## src/rtl/noc_tree_router.sv

```systemverilog
// Three-port binary-tree NoC router: parent/child1/child2 inputs, each with a 2-entry FIFO,
// round-robin arbitration into 1-entry output registers. NOC_ROUTER_ERRCNT_EN adds err_count.
module noc_tree_router #(
    parameter int                    WIDTH_PACKET = 14,
    parameter int                    WIDTH_DEST   = 3,
    parameter int                    LEVEL        = 2,
    parameter logic [WIDTH_DEST-1:0] ROUTER_ADDR  = '0
) (
    input  logic                    clk,
    input  logic                    rst_n,
    input  logic                    parent_in_valid,
    input  logic [WIDTH_PACKET-1:0] parent_in_data,
    output logic                    parent_in_ready,
    input  logic                    child1_in_valid,
    input  logic [WIDTH_PACKET-1:0] child1_in_data,
    output logic                    child1_in_ready,
    input  logic                    child2_in_valid,
    input  logic [WIDTH_PACKET-1:0] child2_in_data,
    output logic                    child2_in_ready,
    output logic                    parent_out_valid,
    output logic [WIDTH_PACKET-1:0] parent_out_data,
    input  logic                    parent_out_ready,
    output logic                    child1_out_valid,
    output logic [WIDTH_PACKET-1:0] child1_out_data,
    input  logic                    child1_out_ready,
    output logic                    child2_out_valid,
    output logic [WIDTH_PACKET-1:0] child2_out_data,
    input  logic                    child2_out_ready
`ifdef NOC_ROUTER_ERRCNT_EN
    ,
    output logic [7:0]              err_count
`endif
);

    // Handshake: a word moves on a rising edge where valid and ready are both high; a sender
    // holds valid and data until that edge, and out_data stays frozen while stalled.
    localparam int NP = 3;
    localparam logic [1:0] TO_PARENT = 2'd0;
    localparam logic [1:0] TO_CHILD1 = 2'd1;
    localparam logic [1:0] TO_CHILD2 = 2'd2;
    localparam logic [1:0] TO_DROP   = 2'd3;
    // Port index 0 = parent, 1 = child1, 2 = child2; A is the candidate preferred after reset.
    localparam int CAND_A [NP] = '{1, 0, 0};
    localparam int CAND_B [NP] = '{2, 2, 1};

    function automatic logic [1:0] route_of(input int src, input logic [WIDTH_DEST-1:0] dest);
        logic in_sub;
        logic sel;
        in_sub = (dest >> LEVEL) == (ROUTER_ADDR >> LEVEL);
        sel    = dest[LEVEL-1];
        if (src == 0)      route_of = sel ? TO_CHILD2 : TO_CHILD1;
        else if (!in_sub)  route_of = TO_PARENT;
        else if (src == 1) route_of = sel ? TO_CHILD2 : TO_DROP;
        else               route_of = sel ? TO_DROP : TO_CHILD1;
    endfunction

    logic [NP-1:0]           in_valid, in_ready, in_push, out_ready;
    logic [WIDTH_PACKET-1:0] in_data [NP];

    logic [WIDTH_PACKET-1:0] fifo_q [NP][2];
    logic [NP-1:0]           rd_ptr_q, wr_ptr_q;
    logic [1:0]              cnt_q [NP];
    logic [1:0]              cnt_d [NP];
    logic                    live_q;

    logic [WIDTH_PACKET-1:0] head [NP];
    logic [1:0]              route [NP];
    logic [NP-1:0]           head_valid, drop, pop;

    logic [NP-1:0]           req_a, req_b, grant_a, grant_b, load_ok, load;
    logic [NP-1:0]           rr_q, rr_d, ov_q;
    logic [WIDTH_PACKET-1:0] od_q [NP];
    logic [WIDTH_PACKET-1:0] load_data [NP];

    assign in_valid  = {child2_in_valid, child1_in_valid, parent_in_valid};
    assign in_data[0] = parent_in_data;
    assign in_data[1] = child1_in_data;
    assign in_data[2] = child2_in_data;
    assign out_ready = {child2_out_ready, child1_out_ready, parent_out_ready};

    assign parent_in_ready  = in_ready[0];
    assign child1_in_ready  = in_ready[1];
    assign child2_in_ready  = in_ready[2];
    assign parent_out_valid = ov_q[0];
    assign parent_out_data  = od_q[0];
    assign child1_out_valid = ov_q[1];
    assign child1_out_data  = od_q[1];
    assign child2_out_valid = ov_q[2];
    assign child2_out_data  = od_q[2];

    always_comb begin
        for (int i = 0; i < NP; i++) begin
            head[i]       = fifo_q[i][rd_ptr_q[i]];
            head_valid[i] = cnt_q[i] != 2'd0;
            route[i]      = route_of(i, head[i][WIDTH_PACKET-1 -: WIDTH_DEST]);
            drop[i]       = head_valid[i] && (route[i] == TO_DROP);
            // live_q keeps ready low until the first edge after reset release.
            in_ready[i]   = live_q && (cnt_q[i] != 2'd2);
            in_push[i]    = in_valid[i] && in_ready[i];
        end
    end

    always_comb begin
        pop  = drop;
        rr_d = rr_q;
        for (int o = 0; o < NP; o++) begin
            req_a[o]     = head_valid[CAND_A[o]] && (route[CAND_A[o]] == 2'(o));
            req_b[o]     = head_valid[CAND_B[o]] && (route[CAND_B[o]] == 2'(o));
            load_ok[o]   = !ov_q[o] || out_ready[o];
            grant_a[o]   = load_ok[o] && req_a[o] && (!req_b[o] || !rr_q[o]);
            grant_b[o]   = load_ok[o] && req_b[o] && !grant_a[o];
            load[o]      = grant_a[o] || grant_b[o];
            load_data[o] = grant_a[o] ? head[CAND_A[o]] : head[CAND_B[o]];
            if (grant_a[o]) begin
                pop[CAND_A[o]] = 1'b1;
                rr_d[o]        = 1'b1;
            end
            if (grant_b[o]) begin
                pop[CAND_B[o]] = 1'b1;
                rr_d[o]        = 1'b0;
            end
        end
    end

    always_comb begin
        for (int i = 0; i < NP; i++) begin
            case ({in_push[i], pop[i]})
                2'b10:   cnt_d[i] = cnt_q[i] + 2'd1;
                2'b01:   cnt_d[i] = cnt_q[i] - 2'd1;
                default: cnt_d[i] = cnt_q[i];
            endcase
        end
    end

    always_ff @(posedge clk or negedge rst_n) begin
        if (!rst_n) begin
            live_q   <= 1'b0;
            rd_ptr_q <= '0;
            wr_ptr_q <= '0;
            rr_q     <= '0;
            ov_q     <= '0;
            for (int i = 0; i < NP; i++) begin
                cnt_q[i]     <= 2'd0;
                od_q[i]      <= '0;
                fifo_q[i][0] <= '0;
                fifo_q[i][1] <= '0;
            end
        end else begin
            live_q <= 1'b1;
            rr_q   <= rr_d;
            for (int i = 0; i < NP; i++) begin
                if (in_push[i]) begin
                    fifo_q[i][wr_ptr_q[i]] <= in_data[i];
                    wr_ptr_q[i]            <= ~wr_ptr_q[i];
                end
                if (pop[i]) rd_ptr_q[i] <= ~rd_ptr_q[i];
                cnt_q[i] <= cnt_d[i];
            end
            for (int o = 0; o < NP; o++) begin
                if (load[o]) begin
                    ov_q[o] <= 1'b1;
                    od_q[o] <= load_data[o];
                end else if (out_ready[o]) begin
                    ov_q[o] <= 1'b0;
                end
            end
        end
    end

`ifdef NOC_ROUTER_ERRCNT_EN
    logic [7:0] err_q, err_d;
    logic [9:0] err_sum;

    // Both children may drop in the same cycle, so the increment can be 2.
    always_comb begin
        err_sum = {2'b00, err_q} + 10'(drop[1]) + 10'(drop[2]);
        err_d   = (err_sum > 10'd255) ? 8'hFF : err_sum[7:0];
    end

    always_ff @(posedge clk or negedge rst_n) begin
        if (!rst_n) err_q <= 8'd0;
        else        err_q <= err_d;
    end

    assign err_count = err_q;
`endif

endmodule

```

## config.mk

```make
export PLATFORM = sky130hd
export DESIGN_NAME = noc_tree_router
export DESIGN_NICKNAME = d
export VERILOG_FILES = /design/src/rtl/noc_tree_router.sv
export SDC_FILE = /design/constraint.sdc
export NUM_CORES = 1
export LEC_CHECK = 0
export ABC_AREA = 1
export BUFFER_PORTS_ARGS = -buffer_cell sky130_fd_sc_hd__buf_2
export CORE_UTILIZATION = 35
export DETAILED_ROUTE_END_ITERATION = 10
export GPL_ROUTABILITY_DRIVEN = 0
export GPL_TIMING_DRIVEN = 0
export PLACE_DENSITY = 0.59
export SETUP_SLACK_MARGIN = 0.4
export SLEW_MARGIN = 5
export SYNTH_ARGS = -nofsm -noshare
export SYNTH_HDL_FRONTEND = slang
export SYNTH_SLANG_ARGS = --single-unit
export TNS_END_PERCENT = 10
```

## constraint.sdc

```tcl
create_clock -name clk -period 4.75 [get_ports clk]
set_clock_uncertainty 0.2 [all_clocks]
set_input_delay 0.7125 -clock clk [delete_from_list [all_inputs] [get_ports clk]]
set_output_delay 0.7125 -clock clk [all_outputs]
set_load 0.01 [all_outputs]
```

==> results of run 1 <==
## power breakdown
part | internal (W) | switching [W] | total (W)
Clock | 0.000839 | 0.000539 | 0.00138
Sequential | 0.00180 | 0.000332 | 0.00213
Combinational | 0.000943 | 0.00171 | 0.00265
Total | 0.00358 | 0.00258 | 0.00616
## layout make-up
type / count / area (um^2)
tap: 229 / 287
inverter: 69 / 259
fill: 1847 / 10200
clock buffer: 19 / 443
multi-input combinational: 536 / 2490
sequential: 145 / 3630
clock inverter: 13 / 161
buffer: 40 / 253
timing repair buffer: 98 / 519
## critical path: stages, from the launching register on
cell	delay [ns]
dfrtp_1	0.36
buf_4	0.16
o21ai_1	0.41
nand3_1	0.13
nand2_1	0.17
buf_4	0.20
nand2_1	0.13
ha_1	0.32
a21oi_1	0.12
o21ai_0	0.11
xor2_1	0.15
## path summary, 6_finish.rpt
path	start	to	slack, ns	depth (start not counted)
max reg2reg	rd_ptr_q[2]	cnt_q[5]	2.17	10
min reg2reg	parent_out_data[13]	parent_out_data[13]	0.28	1
max	rd_ptr_q[2]	cnt_q[5]	2.17	10
max in group asynchronous	rst_n	fifo_q[78]	3.42	2
min	rst_n	fifo_q[1]	0.11	1
min in group clk	parent_out_data[13]	parent_out_data[13]	0.28	1
## Yosys cell counts (all sizes together)
| master | number |
|---|---|
| a21oi | 7 |
| and3 | 1 |
| buf | 28 |
| clkbuf | 12 |
| conb | 1 |
| dfrtp | 145 |
| ha | 3 |
| inv | 69 |
| nand2 | 300 |
| nand3 | 110 |
| nand3b | 1 |
| nor2 | 10 |
| nor3 | 1 |
| o211ai | 2 |
| o21ai | 89 |
| or2 | 5 |
| xnor2 | 4 |
| xor2 | 2 |
## per-layer routing
layer,track usage,routed length (um),up-vias,share of wire
met3,0.0361,809,27,0.045
li1,-,-,2742,-
met5,0,0,-,0
met2,0.302,8120,137,0.45
met4,0.0706,335,0,0.019
met1,0.275,8650,2558,0.48
## registers in the layout, indices dropped and copies added, names as in the netlist
name and count:
child1_out_data 14, rr_q 3, child2_out_data 14, ov_q 3, cnt_q 6, parent_out_data 14, rd_ptr_q 3, wr_ptr_q 3
fifo_q 84, live_q 1
## through the flow
step                total power [W]  instances  utilization  setup WS [ns]
detailed placement          0.00480       1117        0.407           1.93
CTS                         0.00620       1149        0.440           2.16
floorplan                   0.00394        790            -           2.36
finish                      0.00616       1149        0.440           2.17
global route                0.00665       1149        0.440           1.92
global placement            0.00475       1116        0.405          0.579
## kinds of logic after synthesis
family / after synthesis
buffers and inverters: 109
other: 1
xor gates and xnor gates: 6
adders and majority gates: 3
and+or+nand+nor: 428
AOI/OAI and AO/OA: 98
DFF: 145
==> impl_metrics.py, run 1 <==
metrics = {
    "floorplan": {
        "io_pins": 98,
        "core_um2": 18300,
        "num_rows": 49,
        "dieArea_um2": 19500,
        "start_util": 0.363,
        "die_x_um": 140,
        "die_h_um": 140,
    },
    "sta": {
        "slew_headroom": 0.527,
        "period_needed_ns": 2.58,
        "maxSlewViolCount": 0,
        "fin_tns_setup_ns": 0,
        "fin_hold_ws_ns": 0.110,
        "period_share": 0.543,
        "max_freq_mhz": 388,
        "rsz0062_at_grt": "no",
        "tightest_slew_ns": 0.709,
        "setup_violations": 0,
        "hold_viol": 0,
    },
    "run": {
        "drv_cap": 0,
    },
    "yosys": {
        "synth.distinct_cells": 29,
        "synth_top_area_frac": 0.547,
        "synth_area_um2": 6630,
        "synthAdderAreaFrac": 0.00566,
        "syn_area_per_cell_um2": 8.39,
        "synth_compound_area_frac": 0.0883,
        "synth.largest_area_cell": "dfrtp_1",
        "yosys_warnings": 0,
        "syn_nets": 843,
        "yosys.area_share.simple": 0.273,
        "yosysSeqAreaShare": 0.547,
        "synthCells": 790,
        "synthMuxAreaShare": 0,
        "synth_seq_cells": 145,
        "synth_top_family_by_area": "simple AND/OR/NAND/NOR gates",
        "synth_xor_area_frac": 0.00792,
        "synthTopCellsByArea": "dfrtp_1 55%, nand2_1 17%, nand3_1 8.1%, o21ai_0 3.4%, inv_1 3.2%",
    },
    "clocking": {
        "cts_buffers": 17,
        "htreeDepth": 4,
        "cts_setup_buffers": 0,
        "clock_latency_ns": 0.43,
        "cts_tree": "yes",
        "root_buffer": "clkbuf_16",
        "hold_buffers": 0,
        "cts-resized-gates": 0,
        "path_clk_slew_ns": 0.06,
        "cts_num_sinks": 145,
        "clk_path_buf_depth": 2,
    },
    "route": {
        "drc": 0,
        "viasPerCell": 4.76,
        "drt-total-wl_um": 17900,
        "post_drt_wl_per_cell_um": 15.6,
        "first_iter_violations": 359,
        "via_count": 5464,
        "ant_nets": 0,
        "first_pass_iters": 5,
    },
    "place": {
        "dp_hpwl_um": 13100,
        "post_dp_cell_area_um2": 7440,
        "io_buffers": 97,
    },
    "worst_hold_path": {
        "hp-class": "input port to asynchronous set/reset pin",
    },
    "grt": {
        "grt_pass1_vias": 5463,
        "grt_pass1_wl_um": 29100,
        "overflow": 0,
        "grt_max_degree": 75,
        "grt_usage": 0.196,
        "antenna_found_initial": 0,
    },
    "critical_path": {
        "startpoint_type": "flip-flop",
        "path_max_fanout": 10,
        "arrival_ns": 2.69,
        "cp-end-kind": "flip-flop",
        "required_ns": 4.86,
        "criticalPathCategory": "flip-flop to flip-flop",
    },
    "pwr": {
        "p_leak_nw": 4.28,
        "ir_drop_mv": 0.241,
        "cellPowerDensity_nw_per_um2": 766,
    },
    "finish": {
        "drive_gt1_frac": 0.220,
        "final_cell_mix": "294 x nand2_1, 145 x dfrtp_1, 109 x buf_2, 107 x nand3_1, 56 x inv_1",
        "area_delta_synth_final_pct": 21.3,
        "n_antenna_cell": 0,
        "layout.nets": 960,
        "mostFrequentLayoutCell": "nand2_1",
        "fin_area_um2": 8040,
    },
    "run_status": {
        "status": "complete, no violations",
    },
}
Note: power is estimated with default switching activity, not from simulation.
==> run 2, diff against run 1 <==
--- a/config.mk
+++ b/config.mk
@@ -11,7 +11,7 @@
 export DETAILED_ROUTE_END_ITERATION = 10
 export GPL_ROUTABILITY_DRIVEN = 0
 export GPL_TIMING_DRIVEN = 0
-export PLACE_DENSITY = 0.59
+export PLACE_DENSITY = 0.61
 export SETUP_SLACK_MARGIN = 0.4
 export SLEW_MARGIN = 5
 export SYNTH_ARGS = -nofsm -noshare
==> constraint.sdc (replaced) <==
create_clock -name clk -period 2.35 [get_ports clk]
set_clock_uncertainty 0.2 [all_clocks]
set_input_delay 0.3525 -clock clk [delete_from_list [all_inputs] [get_ports clk]]
set_output_delay 0.3525 -clock clk [all_outputs]
set_load 0.01 [all_outputs]
==> run 2 against run 1 <==
Net effect:
- highest routed layer unchanged
- core utilization grew 3.8 points
- largest power group unchanged
- sequential share of layout area shrank 3.5 points
- die area is the same
- global-route usage grew 0.48 points
- setup slack lost 2.0 ns
- largest cell class unchanged
- first-iteration DRC count grew 45%
- the flow now finishes with violations (hold timing)
- via count grew 5.5%
- register-to-register slack lost 2.0 ns
==> impl_metrics.py, run 2 (synthesis results as in run 1) <==
metrics = {
    "grt": {
        "grt_pass1_wl_um": 29900,
        "antenna_found_initial": 0,
        "overflow": 0,
        "grt_usage": 0.201,
        "grt_max_degree": 79,
        "grt_pass1_vias": 5637,
    },
    "route": {
        "drt-total-wl_um": 18300,
        "via_count": 5763,
        "drc": 0,
        "first_iter_violations": 521,
        "ant_nets": 0,
        "post_drt_wl_per_cell_um": 15.3,
        "viasPerCell": 4.81,
        "first_pass_iters": 6,
    },
    "sta": {
        "rsz0062_at_grt": "yes",
        "maxSlewViolCount": 0,
        "fin_hold_ws_ns": -0.000305,
        "slew_headroom": 0.569,
        "hold_viol": 1,
        "period_share": 0.911,
        "max_freq_mhz": 467,
        "tightest_slew_ns": 0.647,
        "setup_violations": 0,
        "worst_slack_ns": 0.209,
        "period_needed_ns": 2.14,
    },
    "run_status": {
        "violations": "hold timing",
        "status": "complete, but fails checks",
    },
    "critical_path": {
        "cp-end-kind": "flip-flop",
        "required_ns": 2.46,
        "arrival_ns": 2.26,
        "startpoint_type": "flip-flop",
        "path_max_fanout": 5,
        "criticalPathCategory": "flip-flop to flip-flop",
    },
    "clocking": {
        "path_clk_slew_ns": 0.07,
        "root_buffer": "clkbuf_16",
        "cts_buffers": 17,
        "cts_tree": "yes",
        "clk_path_buf_depth": 2,
        "htreeDepth": 4,
        "clock_latency_ns": 0.43,
        "cts_num_sinks": 145,
    },
    "run": {
        "drv_cap": 0,
    },
    "finish": {
        "largest_reg_flops": 84,
        "drive_gt1_frac": 0.261,
        "regMostFlops": "fifo_q",
        "n_antenna_cell": 0,
        "layout.nets": 1010,
        "final_cell_mix": "279 x nand2_1, 144 x dfrtp_1, 107 x buf_2, 105 x nand3_1, 56 x inv_1",
        "area_delta_synth_final_pct": 31.6,
        "mostFrequentLayoutCell": "nand2_1",
    },
    "place": {
        "place_ws_ns": -0.0906,
        "dp_hpwl_um": 12900,
        "io_buffers": 97,
    },
    "floorplan": {
        "num_rows": 49,
        "start_util": 0.363,
        "die_h_um": 140,
        "die_x_um": 140,
        "dieArea_um2": 19500,
        "io_pins": 98,
        "core_um2": 18300,
    },
    "pwr": {
        "p_leak_nw": 4.54,
        "cellPowerDensity_nw_per_um2": 1560,
        "ir_drop_mv": 0.488,
    },
    "worst_hold_path": {
        "hp-class": "input port to flip-flop",
    },
}
## run 2: per-stage QoR
stage	area, um^2	power, W	setup TNS, ns	util	instances
2_1_floorplan	6680	0.00812	0	-	790
3_3_place_gp	7460	0.00977	-207.32	0.408	1116
3_5_place_dp	7490	0.00987	-0.0906	0.410	1117
4_1_cts	8640	0.0135	0	0.473	1192
5_1_grt	8730	0.0147	0	0.478	1199
6_report	8730	0.0137	0	0.478	1199
## run 2: routing by layer
metal	track usage	up-vias	part of all wire
li1	-	2871	-
met1	0.277	2694	0.47
met2	0.318	173	0.47
met3	0.0372	25	0.046
met4	0.0688	0	0.018
met5	0	-	0
## run 2: final cells by class
class	count	area [um^2]
tap	229	287
sequential	145	3630
fill	1816	9540
multi-input combinational	536	2640
inverter	69	269
clock inverter	15	231
clock buffer	17	425
buffer	40	273
timing repair buffer	148	972
## run 2: final timing paths
| path | slack (ns) | endpoint | start | cells after the start |
|---|---|---|---|---|
| hold reg to reg | 0.27 | parent_out_data[13] | parent_out_data[13] | 1 |
| hold / removal | -0.0003 | fifo_q[44] | child1_in_data[2] | 3 |
| setup reg to reg | 0.21 | cnt_q[5] | rd_ptr_q[1] | 14 |
| max in group asynchronous | 0.84 | child1_out_data[5] | rst_n | 3 |
| setup / recovery | 0.21 | cnt_q[5] | rd_ptr_q[1] | 14 |
| min in group asynchronous | 0.30 | fifo_q[13] | rst_n | 2 |
## run 2: worst max-delay path: stages, from the launching register on
cell and delay (ns):
dfrtp_1 0.38, buf_6 0.14, clkinv_4 0.05, nand2_2 0.04, nand2_2 0.08, nand2_2 0.08
nor2_4 0.15, nand2_2 0.08, nand2_2 0.08, buf_6 0.11, nand2_4 0.06, ha_4 0.24
a21oi_2 0.09, o21ai_1 0.08, xor2_1 0.16
## run 2: power by group
group          internal [W]  switching, W
sequential          0.00364      0.000712
combinational       0.00250       0.00377
clock               0.00190       0.00113
total               0.00804       0.00561
## run 2: timing repair
item | CTS | global route
pin swaps | 14 | 14
endpoints found under the setup margin | 9 | 36
gates resized for setup | 28 | 11
setup buffers | 12 | 7
hold endpoints to repair | 105 | 0
hold buffers | 31 | 0
==> run 3, diff against run 2 <==
--- a/config.mk
+++ b/config.mk
@@ -11,7 +11,7 @@
 export DETAILED_ROUTE_END_ITERATION = 10
 export GPL_ROUTABILITY_DRIVEN = 0
 export GPL_TIMING_DRIVEN = 0
-export PLACE_DENSITY = 0.61
+export PLACE_DENSITY = 0.59
 export SETUP_SLACK_MARGIN = 0.4
 export SLEW_MARGIN = 5
 export SYNTH_ARGS = -nofsm -noshare
==> constraint.sdc (replaced) <==
create_clock -name clk -period 2.3 [get_ports clk]
set_clock_uncertainty 0.2 [all_clocks]
set_input_delay 0.345 -clock clk [delete_from_list [all_inputs] [get_ports clk]]
set_output_delay 0.345 -clock clk [all_outputs]
set_load 0.05 [all_outputs]
==> run 3 against run 2 <==
Net effect:
- the run now ends clean
- sequential cell count stayed put
- sequential share of layout area is 0.56 points lower
- power is 8.2% higher
- non-clock buffer count is 13 higher
- clock power is 6% lower
- setup slack worse by 0.017 ns
- wire length is 2.4% higher
- clock-buffer cell count is 1 higher
- largest cell class unchanged
==> impl_metrics.py, run 3 (synthesis results as in run 1) <==
metrics = {
    "route": {
        "viasPerCell": 4.76,
        "ant_nets": 0,
        "via_count": 5766,
        "drt-total-wl_um": 18800,
        "drc": 0,
        "first_iter_violations": 402,
        "first_pass_iters": 6,
        "post_drt_wl_per_cell_um": 15.5,
    },
    "finish": {
        "area_delta_synth_final_pct": 33.6,
        "final-seq-area_um2": 3630,
        "fill_cells": 1781,
        "multi_input_area_um2": 2690,
        "layout.nets": 1023,
        "fin_area_um2": 8860,
        "drive_gt1_frac": 0.266,
        "mostFrequentLayoutCell": "nand2_1",
        "final_cell_mix": "277 x nand2_1, 141 x dfrtp_1, 106 x buf_2, 105 x nand3_1, 56 x inv_1",
        "post-route-util": 0.485,
        "n_antenna_cell": 0,
        "regMostFlops": "fifo_q",
        "largest_reg_flops": 84,
    },
    "critical_path": {
        "startpoint_type": "flip-flop",
        "cp-end-kind": "flip-flop",
        "path_max_fanout": 7,
        "arrival_ns": 2.23,
        "required_ns": 2.42,
        "criticalPathCategory": "flip-flop to flip-flop",
    },
    "grt": {
        "overflow": 0,
        "grt_max_degree": 83,
        "grt_usage": 0.201,
        "grt_pass1_vias": 5631,
        "grt_pass1_wl_um": 29900,
        "antenna_found_initial": 0,
    },
    "place": {
        "place_ws_ns": -0.104,
        "dp_hpwl_um": 13100,
        "io_buffers": 97,
        "post_dp_cell_area_um2": 7510,
    },
    "clocking": {
        "htreeDepth": 4,
        "path_clk_slew_ns": 0.06,
        "cts_tree": "yes",
        "root_buffer": "clkbuf_16",
        "cts_num_sinks": 145,
        "cts_buffers": 17,
        "clk_path_buf_depth": 2,
        "clock_latency_ns": 0.44,
    },
    "floorplan": {
        "dieArea_um2": 19500,
        "die_h_um": 140,
        "core_um2": 18300,
        "num_rows": 49,
        "die_x_um": 140,
        "io_pins": 98,
        "start_util": 0.363,
    },
    "sta": {
        "hold_viol": 0,
        "rsz0062_at_grt": "yes",
        "period_needed_ns": 2.11,
        "period_share": 0.916,
        "max_freq_mhz": 474,
        "setup_violations": 0,
        "maxSlewViolCount": 0,
        "fin_tns_setup_ns": 0,
        "worst_slack_ns": 0.192,
        "tightest_slew_ns": 0.543,
        "slew_headroom": 0.638,
    },
    "pwr": {
        "p_leak_nw": 4.60,
        "ir_drop_mv": 0.582,
        "cellPowerDensity_nw_per_um2": 1670,
    },
    "worst_hold_path": {
        "hp-class": "input port to flip-flop",
    },
    "run_status": {
        "status": "complete, no violations",
    },
    "run": {
        "drv_cap": 0,
    },
}
run 3: cell types whose count changed in the layout (fill, tap and decap cells not counted), sizes merged, moves of 2 or more:
cell / previous run / this run
clkinv: 4 / 6
buf: 145 / 147
bufinv: 5 / 3
dlygate4sd3: 31 / 42
run 3: layout make-up:
class                   instances  area share
well taps                     229      0.0323
plain buffers                  40      0.0304
flip-flops and latches        145       0.410
clock inverters                13      0.0184
repair buffers                161       0.125
inverters                      69      0.0304
clock buffers                  18      0.0496
multi-input cells             536       0.304
run 3: what timing repair did:
| item | 4_1_cts | 5_1_grt |
|---|---|---|
| gates resized for setup | 32 | 13 |
| hold endpoints to repair | 117 | 1 |
| buffers inserted | 14 | 7 |
| endpoints found under the setup margin | 20 | 63 |
| pin swaps | 14 | 7 |
| hold buffers | 41 | 1 |
run 3: path summary, 6_finish.rpt:
check                                         start             endpoint  slack (ns)  depth (start not counted)
worst max register to register          rd_ptr_q[1]             cnt_q[3]        0.19                         13
worst min register to register  parent_out_data[13]  parent_out_data[13]        0.28                          1
max in group asynchronous                     rst_n              ov_q[2]        0.86                          3
worst min-delay path              child1_in_data[0]           fifo_q[42]       0.006                          3
min in group asynchronous                     rst_n           fifo_q[15]        0.23                          2
worst max-delay path                    rd_ptr_q[1]             cnt_q[3]        0.19                         13
run 3: report_power, final:
part	internal, W	switching, W
logic	0.00263	0.00485
clock network	0.00173	0.00112
registers	0.00372	0.000717
total	0.00808	0.00669
run 3: critical path: stages (launching register included):
cell	delay (ns)
dfrtp_1	0.37
buf_6	0.14
inv_4	0.06
nand2_4	0.05
nand2_4	0.09
nand2_4	0.06
nor2_4	0.16
o211ai_1	0.12
buf_4	0.17
nand2_4	0.07
ha_4	0.20
a21oi_2	0.11
o21ai_2	0.07
xor2_1	0.14
run 3: through the flow:
step,cells,hold WS [ns],total power [W]
global placement,1116,0.250,0.0109
detailed placement,1117,0.125,0.0110
finish,1211,0.00610,0.0148
floorplan,790,-0.151,0.00924
CTS,1203,0.00134,0.0146
global route,1211,0.0294,0.0158
run 3: per-layer routing:
metal,routed length (um),track usage,share of wire
met2,8630,0.317,0.46
met3,901,0.0454,0.048
met5,0,0,0
met1,8840,0.274,0.47
met4,392,0.0665,0.021
